==> src/rtl/vendor_specific_infoframe_parser.sv <==
// Sink-side Vendor-Specific InfoFrame parser: filters HB0==VSIF_TYPE packets from a byte stream,
// verifies the 8-bit checksum and publishes OUI / HF version / ALLM / HDMI_VIC of good frames.
module vendor_specific_infoframe_parser #(
  parameter logic [7:0] VSIF_TYPE  = 8'h81,
  parameter logic [4:0] MAX_LENGTH = 5'd27
) (
  input  logic        clk_pixel,
  input  logic        reset,
  input  logic        in_valid,
  input  logic        in_sop,
  input  logic [7:0]  in_byte,
  output logic        frame_valid,
  output logic        checksum_error,
  output logic        length_error,
  output logic [23:0] oui,
  output logic [7:0]  hf_version,
  output logic        allm,
  output logic [7:0]  hdmi_vic,
  output logic [7:0]  frame_count
);

  localparam logic [2:0] IDLE  = 3'd0;
  localparam logic [2:0] SKIP  = 3'd1;
  localparam logic [2:0] HDR   = 3'd2;
  localparam logic [2:0] BODY  = 3'd3;
  localparam logic [2:0] CHECK = 3'd4;

  localparam logic [4:0] LAST_SKIP_CNT = 5'd30;  // 31st byte of a skipped packet ends it
  localparam logic [4:0] LAST_PB_IDX   = 5'd27;
  localparam logic [23:0] OUI_HF   = 24'hC45DD8;
  localparam logic [23:0] OUI_HDMI = 24'h000C03;

  logic [2:0] state;
  logic [4:0] cnt;
  logic [4:0] idx;
  logic [7:0] sum;
  logic [7:0] hb2;
  logic [7:0] pb1, pb2, pb3, pb4, pb5;

  wire [23:0] shadow_oui = {pb3, pb2, pb1};

  // NOTE: shadow registers and byte counters are cleared on reset too, so a reset mid-packet
  // leaves no stale header or partial sum that a later frame could inherit.
  always_ff @(posedge clk_pixel) begin
    if (reset) begin
      state          <= IDLE;
      cnt            <= '0;
      idx            <= '0;
      sum            <= '0;
      hb2            <= '0;
      pb1            <= '0;
      pb2            <= '0;
      pb3            <= '0;
      pb4            <= '0;
      pb5            <= '0;
      frame_valid    <= 1'b0;
      checksum_error <= 1'b0;
      length_error   <= 1'b0;
      oui            <= '0;
      hf_version     <= '0;
      allm           <= 1'b0;
      hdmi_vic       <= '0;
      frame_count    <= '0;
    end else begin
      // NOTE: all state uses non-blocking assignments so every branch reads pre-edge values.
      frame_valid    <= 1'b0;
      checksum_error <= 1'b0;
      length_error   <= 1'b0;

      if (state == CHECK) begin
        state <= IDLE;
        if (hb2[4:0] > MAX_LENGTH) begin
          length_error <= 1'b1;
        end else if (sum != 8'h00) begin
          checksum_error <= 1'b1;
        end else begin
          frame_valid <= 1'b1;
          frame_count <= frame_count + 8'd1;
          oui         <= shadow_oui;
          hf_version  <= pb4;
          allm        <= (shadow_oui == OUI_HF) ? pb5[1] : 1'b0;
          hdmi_vic    <= (shadow_oui == OUI_HDMI && pb4[7:5] == 3'b001) ? pb5 : 8'h00;
        end
      end else if (in_valid) begin
        if (in_sop) begin
          // A start-of-packet restarts parsing from any state, abandoning the current packet.
          sum   <= in_byte;
          cnt   <= 5'd1;
          state <= (in_byte == VSIF_TYPE) ? HDR : SKIP;
        end else begin
          case (state)
            SKIP: begin
              cnt <= cnt + 5'd1;
              if (cnt == LAST_SKIP_CNT) state <= IDLE;
            end
            HDR: begin
              sum <= sum + in_byte;
              if (cnt == 5'd1) begin
                cnt <= 5'd2;
              end else begin
                hb2   <= in_byte;
                idx   <= '0;
                state <= BODY;
              end
            end
            BODY: begin
              // Padding beyond PB[HB2] is consumed but kept out of the checksum.
              if (idx <= hb2[4:0]) sum <= sum + in_byte;
              case (idx)
                5'd1:    pb1 <= in_byte;
                5'd2:    pb2 <= in_byte;
                5'd3:    pb3 <= in_byte;
                5'd4:    pb4 <= in_byte;
                5'd5:    pb5 <= in_byte;
                default: ;
              endcase
              if (idx == LAST_PB_IDX) state <= CHECK;
              else                    idx   <= idx + 5'd1;
            end
            default: ;  // IDLE without in_sop: byte discarded
          endcase
        end
      end
    end
  end

endmodule

==> config.mk <==
export PLATFORM = sky130hd
export DESIGN_NAME = vendor_specific_infoframe_parser
export DESIGN_NICKNAME = d
export VERILOG_FILES = /design/src/rtl/vendor_specific_infoframe_parser.sv
export SDC_FILE = /design/constraint.sdc
export NUM_CORES = 1
export LEC_CHECK = 0
export CORE_ASPECT_RATIO = 0.9
export CORE_UTILIZATION = 60
export CTS_CLUSTER_SIZE = 25
export DETAILED_ROUTE_END_ITERATION = 7
export GPL_ROUTABILITY_DRIVEN = 1
export PLACE_DENSITY = 0.86
export SETUP_SLACK_MARGIN = 0.4
export SKIP_LAST_GASP = 1
export SLEW_MARGIN = 20
export SYNTH_ARGS = -nofsm -noshare
export SYNTH_HDL_FRONTEND = slang
export SYNTH_SLANG_ARGS = --single-unit
==> constraint.sdc <==
create_clock -name clk_pixel -period 4.4 [get_ports clk_pixel]
set_clock_uncertainty 0.15 [all_clocks]
set_input_delay 1.32 -clock clk_pixel [delete_from_list [all_inputs] [get_ports clk_pixel]]
set_output_delay 1.32 -clock clk_pixel [all_outputs]
set_load 0.02 [all_outputs]
After elaboration in Yosys (flattened, before gate mapping):

Index checks and enable logic that the tools add are counted.

* bits in writable memories: 0
* bits in read-only memories: 0
* latch bits: 0
* output and inout bits: 52
* logic and storage cells: 92
* memories kept: 0
* register bits: 118

* equal/unequal tests: 23
* order comparisons: 2
* bitwise gates (word level): 5
* divide/modulo/power cells: 0
* reductions and logical operators: 20
* multiply operators: 0
* multiplexer cells: 20
* shifts and indexed selects: 0
* add/sub/neg operators: 4

Operators with widths (count)
* 5-bit AND reduction: 7
* 24-bit by 12-bit == test with 1-bit output (second input constant): 1
* 24-bit == test (second input constant): 1
* 8-bit 2-to-1 mux: 3
* 5-bit 2-to-1 mux: 4
* 5-bit case mux with 2 select lines: 2
* 8-bit case mux with 2 select lines: 1
* 3-bit inequality test (second input constant): 5
* 3-bit 2-to-1 mux: 4
* 5-bit by 1-bit adder with 5-bit output (second input constant): 2
* 5-bit by 1-bit == test with 1-bit output (second input constant): 2
* 5-bit by 2-bit == test with 1-bit output (second input constant): 2
* 5-bit by 3-bit == test with 1-bit output (second input constant): 2
* 5-bit == test (second input constant): 2
* 3-bit case mux with 3 select lines: 1
* 8-bit by 1-bit adder with 8-bit output (second input constant): 1
* 8-bit adder: 1
* 8-bit == test (second input constant): 1
* 4-bit AND reduction: 2
* 8-bit nonzero test: 1
* 3-bit by 1-bit == test with 1-bit output (second input constant): 2
* 3-bit by 2-bit == test with 1-bit output (second input constant): 2
* 6-bit AND reduction: 1
* 3-bit nonzero test: 2
* other kinds (13): 22

Longest topological paths before layout:

Gate-level depths: netlist of run 1.

* depth after elaboration: 4
* mapped depth: 9
* gate-level depth less buffers: 9

Worst setup path before layout of run 1:

No wires, ideal clock.

* path kind: in2reg
* start point: in in_byte[0]
* end point: reg sum[6]
* cell stages on the path: 9
* arrival: 2.823 ns
* path slack: 1.293 ns
* data required time: 4.116 ns
* path through: ha_1 -> inv_1 -> fa_1 -> nand2b_1 -> a21oi_1 -> o21ai_1 -> mux2_2 -> a221oi_1 -> a211oi_1

* longest elaborated chain between the ends: 4

Ends and longest elaborated chain
* from (decl): line 11 `input logic [7:0] in_byte,`
* 8-bit adder *: line 97, 108
* 8-bit 2-to-1 mux: line 108 `if (idx <= hb2[4:0]) sum <= sum + in_byte;`
* 8-bit case mux with 2 select lines *: line 91 `case (state)`
* 8-bit 2-to-1 mux *: line 85 `if (in_sop) begin`
* to (signal assigned): line 87 `sum <= in_byte;`
* to (signal assigned): line 97 `sum <= sum + in_byte;`
* to (signal assigned): line 108
* to (decl): line 36 `logic [7:0] sum;`

Every way passes the cells marked *; elsewhere a longest branch is shown, timed or not. The select of a mux whose other input is x is not followed.
A chain may end at the register's enable or synchronous reset.

Final worst setup path of run 1:

Same ends and word-level chain as after synthesis.

==> results of run 1 <==
[final cells by class]
cell class	count	area (µm²)	share of cell area [%]
tap	119	149	2.25
inverter	19	71.3	1.08
clock buffer	22	463	6.99
sequential	118	2360	35.6
timing repair buffer	74	711	10.7
clock inverter	9	125	1.89
multi-input combinational	459	2750	41.4
[state kept, by name, indices dropped and copies added, names as in the netlist]
name,cells
oui,24
frame_count,8
hdmi_vic,8
hf_version,8
pb1,8
pb2,8
pb3,8
pb4,8
pb5,8
sum,8
cnt,5
hb2,5
idx,5
state,3
allm,1
checksum_error,1
frame_valid,1
length_error,1
[critical path, cell delays in order]
cell and delay (ns):
clkdlybuf4s50_1 0.67, ha_1 0.24, inv_1 0.06, fa_1 0.40, nand2b_1 0.18, a21oi_1 0.19
o21ai_1 0.09, mux2_2 0.28, a221oi_1 0.20, a211oi_1 0.10
[power by group through the flow]
| stage | logic, mW | registers (mW) | clock network [mW] |
|---|---|---|---|
| 2_1_floorplan | 0.114 | 1.11 | 0 |
| 3_3_place_gp | 0.145 | 1.11 | 0 |
| 3_5_place_dp | 0.152 | 1.12 | 0 |
| 4_1_cts | 0.155 | 1.09 | 1.38 |
| 5_1_grt | 0.170 | 1.09 | 1.43 |
| 6_report | 0.157 | 1.09 | 1.38 |
[per-layer routing]
metal,wire [µm],share of wire (%),track usage (%)
met4,439,3.2,14.5
met2,6450,47,50.6
met1,5560,41,38.4
met5,0,0,0
met3,1170,8.6,8.46
[cell usage in the layout (no fill, tap or decap), types with 2 or more instances in the layout]
cell type and count:
o2111ai_1 2, nor2_1 71, a22oi_1 8, dfxtp_1 118
nor4_2 2, o211ai_1 2, nand2_1 111, o21ai_0 12
a211oi_1 9, nand3_2 2, a21oi_1 74, clkbuf_16 16
ha_1 20, nand4_1 9, nor4_1 3, nor3b_1 3
nor2b_1 2, buf_4 12, and3_1 2, xor2_1 9
nand3_1 37, nand2b_1 3, clkbuf_8 4, and4_1 2
clkbuf_1 2, bufinv_16 3, inv_1 18, nor4b_1 5
clkinvlp_4 2, clkinv_2 4, xnor2_1 4, clkdlybuf4s50_1 62
a41oi_1 2, mux2i_1 21, or3_1 2, nor3_1 7
[cells by family (layout without fill, tap and decap cells)]
kind of cell / after synthesis / in the layout
xor+xnor: 13 / 13
buf+inv: 58 / 124
fa+ha+maj: 21 / 21
compound gates: 126 / 126
mux: 22 / 22
simple gates: 277 / 277
flops: 118 / 118
[through the flow]
stage	area (µm²)	hold slack [ns]	util, %	total power [mW]
global placement	6040	0.294	69.8	1.26
floorplan	5380	0.282	-	1.22
global route	6630	0.319	76.6	2.70
detailed placement	6040	0.298	69.8	1.27
finish	6630	0.300	76.6	2.63
CTS	6630	0.304	76.6	2.63
[cells in the mapped netlist, types with 2 or more instances]
cell type	n
dfxtp_1	118
nand2_1	111
a21oi_1	74
nor2_1	71
nand3_1	37
clkbuf_1	24
mux2i_1	21
ha_1	20
inv_1	18
o21ai_0	12
buf_4	10
a211oi_1	9
nand4_1	9
xor2_1	9
a22oi_1	8
nor3_1	7
nor4b_1	5
xnor2_1	4
buf_2	3
nand2b_1	3
nor3b_1	3
nor4_1	3
a41oi_1	2
and3_1	2
and4_1	2
nand3_2	2
nor2b_1	2
nor4_2	2
o2111ai_1	2
o211ai_1	2
or3_1	2
[path summary, 6_finish.rpt]
| path | to | slack, ns | cells past startpoint |
|---|---|---|---|
| min | oui[16] | 0.30 | 2 |
| min reg2reg | oui[16] | 0.30 | 2 |
| max reg2reg | hdmi_vic[6] | 1.65 | 5 |
| max | sum[6] | 0.86 | 10 |
==> run_results.csv, run 1 <==
group,metric,value,unit
outcome,status,"finished clean",
floorplan,rows,32,
cts,clockBufferDepth,2,
min_path,worstHoldPathType,"flip-flop to flip-flop",
global_route,grt_overflow,0,
drt,drc_errors,0,
pwr,p_int,2.04,mW
cts,post-cts-setup-buffers,0,
synth,yosysTopAreaCell,"dfxtp_1",
pwr,switching_share,22.3,%
cells_and_area,antennaDiodeCount,0,
worst_setup_path,cp_data_required_time,4.61,ns
cts,clk_pin_slew_worst_paths,0.06,ns
floorplan,core_area,0.00865,mm²
synth,synth_top_cell_area_share,43.9,%
drt,vias,4920,
timing,hold_violations,0,
drt,antenna_left,0,
placed_design,port_buffers,63,
pwr,peakVddDrop,0.237,mV
synth,syn_nets,668,
pwr,p_clk_share,52.4,%
timing,slew_headroom,38.3,%
worst_setup_path,critPathArrivalTime,3.75,ns
global_route,grt_max_degree,94,
cts,clock_latency,0.52,ns
synth,synth_cell_type_count,69,
cts,cts_buffers,17,
min_path,min_from,"oui[16]",
timing,worst_pin_slew,0.926,ns
worst_setup_path,endpoint_kind,"flip-flop",
global_route,grt_pass1_wl,22600,µm
worst_setup_path,reg2reg_from,"state[2]",
cells_and_area,layout.cells.non_filler,820,
drt,drt_iter0_markers,416,
placed_design,dpl_worst_slack,0.371,ns
worst_setup_path,start_kind,"primary input",
synth,synth_compound_area_share,14.3,%
timing,fin_ws,0.859,ns
synth,yosysWarnings,0,
synth,synth_area_leaders,"dfxtp_1, nand2_1, a21oi_1",
pwr,p_switching,587,µW
synth,synth-xor-area-share,2.12,%
placed_design,hpwl,8780,µm
global_route,grt_pass1_vias,4681,
placed_design,globalplace.congestion,0.904,
synth,synth_seq_area_share,43.9,%
cells_and_area,drive_above_1_share,9.27,%
synth,synth_simple_gate_area_share,25.5,%
synth,avgSynthCellArea,8.46,µm²
timing,fin_crit,3.54,ns
cts,postCtsResizedCells,0,
synth,synth-seq-cells,118,
timing,slew_viol_final,0,
cts,cts_hold_buf,0,
synth,syn_area,0.00538,mm²
timing,fin_tns_setup,0,ns
pwr,comb_power_share,6.0,%
floorplan,die_w,102,µm
flow_run,maxCapViolations,0,
floorplan,start_util,62.2,%
cts,cts.sinks,118,
cts,cts_tree,"yes",
worst_setup_path,startpoint,"in_byte[0]",
synth,synth_edf_count,0,
drt,dr.pass1.iters,5,
timing,fin_crit_sh,80.5,%
global_route,antenna_found_initial,0,
pwr,p_leak,2.43,nW
cells_and_area,num-nets-final,722,
synth,syn_inst,635,
pwr,power.sequential.fraction,41.6,%
synth,synth_top_family_by_area,"simple AND/OR/NAND/NOR gates",
drt,routedWlPerCell,16.6,µm
cts,cts_root_buffer,"clkbuf_8",
timing,setup_viol,0,
synth,muxShareOfSynthArea,4.12,%
global_route,grt_usage,31.3,%
synth,async_reset_ff_share,0,%
cts,cts_htree_levels,4,
timing,max_freq,0.282,GHz
drt,drt-total-wl,13600,µm
cells_and_area,syn_to_final_growth,23.3,%
placed_design,dp_cells,789,
floorplan,die_area,0.00934,mm²
synth,ys.flop_type,"dfxtp_1",
worst_setup_path,path_class,"primary input to flip-flop",
floorplan,die_h,91.8,µm
floorplan,io_pins,64,
worst_setup_path,crit_fanout,9,
drt,via_per_inst,6.00,
synth,synthAdderAreaFrac,5.03,%
pwr,cellPowerDensity,396,mW/mm²
timing,rsz0062_at_grt,"no",
cells_and_area,fillers,629,
(Power assumes the default switching activity.)
==> run 2: changes to the inputs <==
--- a/config.mk
+++ b/config.mk
@@ -6,11 +6,11 @@
 export NUM_CORES = 1
 export LEC_CHECK = 0
 export CORE_ASPECT_RATIO = 0.9
-export CORE_UTILIZATION = 60
+export CORE_UTILIZATION = 56
 export CTS_CLUSTER_SIZE = 25
 export DETAILED_ROUTE_END_ITERATION = 7
 export GPL_ROUTABILITY_DRIVEN = 1
-export PLACE_DENSITY = 0.86
+export PLACE_DENSITY = 0.81
 export SETUP_SLACK_MARGIN = 0.4
 export SKIP_LAST_GASP = 1
 export SLEW_MARGIN = 20
==> constraint.sdc (replaced) <==
create_clock -name clk_pixel -period 3.55 [get_ports clk_pixel]
set_clock_uncertainty 0.15 [all_clocks]
set_input_delay 1.065 -clock clk_pixel [delete_from_list [all_inputs] [get_ports clk_pixel]]
set_output_delay 1.065 -clock clk_pixel [all_outputs]
set_load 0.02 [all_outputs]
==> run_results.csv, run 2 (synthesis gave the netlist of run 1 again) <==
group,metric,value,unit
outcome,status,"finished clean",
min_path,worstHoldPathType,"flip-flop to flip-flop",
placed_design,hpwl,8860,µm
pwr,comb_power_share,5.9,%
worst_setup_path,endpoint_kind,"flip-flop",
worst_setup_path,reg2reg_from,"idx[2]",
floorplan,core_area,0.00921,mm²
global_route,grt_pass1_wl,22300,µm
floorplan,die_w,105,µm
cells_and_area,syn_to_final_growth,25.9,%
global_route,grt_overflow,0,
timing,fin_tns_setup,0,ns
worst_setup_path,cp_data_required_time,3.78,ns
min_path,min_from,"oui[15]",
pwr,switching_share,22.8,%
drt,routedWlPerCell,16.6,µm
drt,drt-total-wl,13800,µm
cells_and_area,antennaDiodeCount,0,
timing,fin_ws,0.599,ns
timing,worst_pin_slew,0.654,ns
floorplan,die_h,94.9,µm
worst_setup_path,critPathArrivalTime,3.18,ns
timing,rsz0062_at_grt,"no",
cts,cts_tree,"yes",
cells_and_area,mostFrequentLayoutCells,"dfxtp_1, nand2_1, a21oi_1",
timing,fin_crit_sh,83.1,%
cells_and_area,drive_above_1_share,10.6,%
timing,fin_crit,2.95,ns
cells_and_area,ff_latch_area,0.00236,mm²
timing,slew_headroom,56.4,%
flow_run,maxCapViolations,0,
cts,cts.sinks,118,
cells_and_area,utilization,73.5,%
pwr,p_int,2.67,mW
pwr,total_power,3.47,mW
drt,vias,4862,
worst_setup_path,crit_fanout,2,
cts,clk_pin_slew_worst_paths,0.06,ns
global_route,antenna_found_initial,0,
cts,clockBufferDepth,2,
cells_and_area,largest_reg_flops,24,
cts,cts_hold_buf,0,
drt,antenna_left,0,
drt,dr.pass1.iters,5,
pwr,p_switching,791,µW
pwr,p_leak,2.49,nW
cts,clock_latency,0.53,ns
placed_design,globalplace.congestion,0.929,
pwr,p_clk_share,55.0,%
drt,via_per_inst,5.86,
worst_setup_path,path_class,"primary input to flip-flop",
cts,cts_root_buffer,"clkbuf_8",
cells_and_area,top_register,"oui",
global_route,grt_usage,28.9,%
timing,hold_ws,0.306,ns
cts,cts_htree_levels,4,
pwr,power.sequential.fraction,39.1,%
floorplan,die_area,0.00999,mm²
cells_and_area,multi_input_area,0.00276,mm²
floorplan,io_pins,64,
global_route,grt_pass1_vias,4557,
placed_design,port_buffers,63,
cells_and_area,fillers,647,
cells_and_area,num-nets-final,727,
floorplan,start_util,58.4,%
pwr,cellPowerDensity,512,mW/mm²
pwr,peakVddDrop,0.435,mV
timing,max_freq,0.339,GHz
cts,cts_buffers,17,
placed_design,dpl_worst_slack,0.0602,ns
timing,slew_viol_final,0,
drt,drc_errors,0,
timing,setup_viol,0,
global_route,grt_max_degree,62,
worst_setup_path,start_kind,"primary input",
timing,hold_violations,0,
worst_setup_path,startpoint,"in_byte[0]",
cells_and_area,final_common_cell,"dfxtp_1",
floorplan,rows,33,
drt,drt_iter0_markers,291,
run 2: changes by cell type in the layout (fill, tap and decap cells not counted), sizes merged:
cell    previous run  this run
buf               12        17
clkbuf            22        19
bufinv             3         5
inv               19        21
run 2: layout make-up:
class	count	area share, %
clock buffers	19	6.53
multi-input cells	459	40.7
repair buffers	79	11.2
flip-flops and latches	118	34.9
clock inverters	13	3.26
inverters	19	1.05
well taps	122	2.26
run 2: power groups by stage:
stage | Combinational (mW) | Clock [mW] | Sequential, mW
floorplan | 0.141 | 0 | 1.37
global placement | 0.189 | 0 | 1.38
detailed placement | 0.195 | 0 | 1.38
CTS | 0.199 | 1.91 | 1.35
global route | 0.222 | 1.98 | 1.36
finish | 0.204 | 1.91 | 1.35
run 2: worst max-delay path, stage by stage:
cell and delay (ns):
clkdlybuf4s50_1 0.49, ha_1 0.17, inv_1 0.06, fa_1 0.39, nand2b_1 0.19, a21oi_2 0.15
o21ai_1 0.09, mux2_2 0.29, a221oi_2 0.18, a211oi_1 0.10
run 2: final timing paths:
kind | to | slack, ns | cells past startpoint
hold / removal | oui[15] | 0.31 | 2
setup reg to reg | sum[4] | 0.98 | 7
hold reg to reg | oui[15] | 0.31 | 2
setup / recovery | sum[6] | 0.60 | 10
run 2: what timing repair did:
| item | CTS | global route |
|---|---|---|
| resized for setup | 0 | 2 |
| setup buffers | 0 | 0 |
| setup endpoints to repair | 0 | 1 |
run 2: per-stage QoR:
| step | std cells | instance area [µm²] |
|---|---|---|
| final | 829 | 6770 |
| after global routing | 829 | 6770 |
| after CTS | 829 | 6760 |
| after detailed placement | 797 | 6090 |
| after global placement | 797 | 6090 |
| after floorplan | 635 | 5380 |
run 2: metal layers:
layer	up-vias	routed length, µm	global-route usage [%]	part of all wire, %
met1	2272	5950	36.2	43
met3	47	1020	7.04	7.4
li1	2326	-	-	-
met5	-	0	0	0
met2	217	6370	47.8	46
met4	0	415	12.2	3.0
==> run 3: changes to the inputs <==
==> constraint.sdc (replaced) <==
create_clock -name clk_pixel -period 2.8 [get_ports clk_pixel]
set_clock_uncertainty 0.15 [all_clocks]
set_input_delay 0.84 -clock clk_pixel [delete_from_list [all_inputs] [get_ports clk_pixel]]
set_output_delay 0.84 -clock clk_pixel [all_outputs]
set_load 0.02 [all_outputs]
==> run_results.csv, run 3 (synthesis gave the netlist of run 1 again) <==
group,metric,value,unit
worst_setup_path,reg2reg_from,"sum[0]",
floorplan,die_w,105,µm
drt,drc_errors,0,
cts,cts.sinks,118,
pwr,total_power,4.10,mW
cells_and_area,top_register,"oui",
cts,cts_htree_levels,4,
placed_design,hpwl,9110,µm
floorplan,start_util,58.4,%
pwr,p_leak,2.88,nW
drt,drt-total-wl,13800,µm
timing,fin_crit,2.39,ns
pwr,peakVddDrop,0.502,mV
worst_setup_path,start_kind,"primary input",
global_route,grt_usage,29.0,%
placed_design,globalplace.congestion,0.905,
worst_setup_path,crit_fanout,2,
drt,vias,4969,
worst_setup_path,crit_path_end,"sum[6]",
cts,clk_pin_slew_worst_paths,0.06,ns
global_route,grt_pass1_vias,4564,
floorplan,rows,33,
drt,via_per_inst,5.79,
cells_and_area,num-nets-final,757,
cells_and_area,syn_to_final_growth,29.2,%
timing,hold_violations,0,
cts,clockBufferDepth,2,
cts,cts_hold_buf,0,
timing,fin_crit_sh,85.3,%
min_path,worstHoldPathType,"flip-flop to flip-flop",
floorplan,core_area,0.00921,mm²
global_route,grt_pass1_wl,22500,µm
cts,cts_tree,"yes",
floorplan,die_area,0.00999,mm²
cts,cts_root_buffer,"clkbuf_8",
outcome,status,"finished clean",
cells_and_area,antennaDiodeCount,0,
drt,drt_iter0_markers,420,
cells_and_area,utilization,75.4,%
timing,rsz0062_at_grt,"yes",
cells_and_area,final_common_cell,"dfxtp_1",
global_route,grt_max_degree,67,
global_route,grt_overflow,0,
drt,dr.pass1.iters,6,
cells_and_area,mostFrequentLayoutCells,"dfxtp_1, nand2_1, a21oi_1",
drt,routedWlPerCell,16.0,µm
placed_design,dp_cells,817,
worst_setup_path,r2r.worst_path.cells,9,
worst_setup_path,startpoint,"in_byte[0]",
flow_run,maxCapViolations,0,
placed_design,port_buffers,63,
cells_and_area,drive_above_1_share,16.2,%
cells_and_area,largest_reg_flops,24,
worst_setup_path,cp_data_required_time,3.02,ns
worst_setup_path,critPathArrivalTime,2.61,ns
drt,antenna_left,0,
timing,setup_viol,0,
cells_and_area,layout.cells.non_filler,858,
cts,cts_buffers,17,
worst_setup_path,path_class,"primary input to flip-flop",
cells_and_area,fillers,658,
worst_setup_path,endpoint_kind,"flip-flop",
worst_setup_path,worstReg2RegEnd,"sum[6]",
timing,slew_headroom,52.5,%
pwr,cellPowerDensity,591,mW/mm²
global_route,antenna_found_initial,0,
timing,fin_tns_setup,0,ns
floorplan,io_pins,64,
worst_setup_path,r2r_slack,0.54,ns
cts,clock_latency,0.52,ns
timing,worst_pin_slew,0.712,ns
floorplan,die_h,94.9,µm
timing,max_freq,0.419,GHz
timing,slew_viol_final,0,
run 3: cell types whose count changed in the layout (fill, tap and decap cells not counted), moves of 3 or more:
cell             delta
ha_4                +3
clkdlybuf4s50_1    -56
dlygate4sd2_1      +52
dlymetal6s2s_1      +3
buf_4              +29
bufinv_16           -3
ha_1                -4
run 3: worst max-delay path, cell delays in order:
cell             delay (ns)
clkdlybuf4s15_1        0.20
ha_2                   0.19
inv_1                  0.06
fa_2                   0.39
nand2b_4               0.16
a21oi_4                0.12
o21ai_1                0.07
mux2_2                 0.28
a221oi_2               0.19
a211oi_1               0.10
run 3: layout make-up:
cell class                      count  area [µm²]  area share [%]
Sequential cell                   118        2360            34.0
Clock buffer                       17         414            5.97
Inverter                           19        71.3            1.03
Clock inverter                     14         153            2.20
Multi-Input combinational cell    459        2850            41.0
Tap cell                          122         153            2.20
Timing Repair Buffer              109         941            13.6
run 3: stage by stage:
stage                     worst slack, ns  instance area, µm²  hold WS (ns)
after CTS                           0.297                6780         0.303
after floorplan                     0.298                5400         0.282
after global placement             -0.300                6280         0.293
after detailed placement           -0.368                6280         0.297
final                               0.411                6940         0.304
after global routing                0.352                6940         0.325
run 3: worst min-delay path by stage:
| stage | endpoint | from | cells after the start | slack [ns] |
|---|---|---|---|---|
| 3_3_place_gp | hf_version[5] | hf_version[5] | 2 | 0.29 |
| 3_5_place_dp | oui[2] | oui[2] | 2 | 0.30 |
| 4_1_cts | oui[2] | oui[2] | 2 | 0.30 |
| 5_1_grt | oui[2] | oui[2] | 2 | 0.33 |
| 2_1_floorplan | hf_version[0] | pb4[0] | 2 | 0.28 |
| 6_report | oui[2] | oui[2] | 2 | 0.30 |
run 3: power by group:
part	leakage, nW	internal (mW)	switching (mW)
sequential	0.952	1.69	0.0205
clock	0.267	1.27	0.815
combinational	1.66	0.133	0.172
total	2.88	3.09	1.01
run 3: layer usage:
layer | GRT usage, % | wire, µm
met5 | 0 | 0
met4 | 12.1 | 318
met3 | 4.90 | 942
met2 | 47.6 | 6510
met1 | 37.9 | 6000
run 3: what timing repair did:
item                                    in CTS  in global routing
pin swaps                                    1                  6
setup buffers                                0                 10
gates resized for setup                     54                 19
endpoints found under the setup margin      54                 45
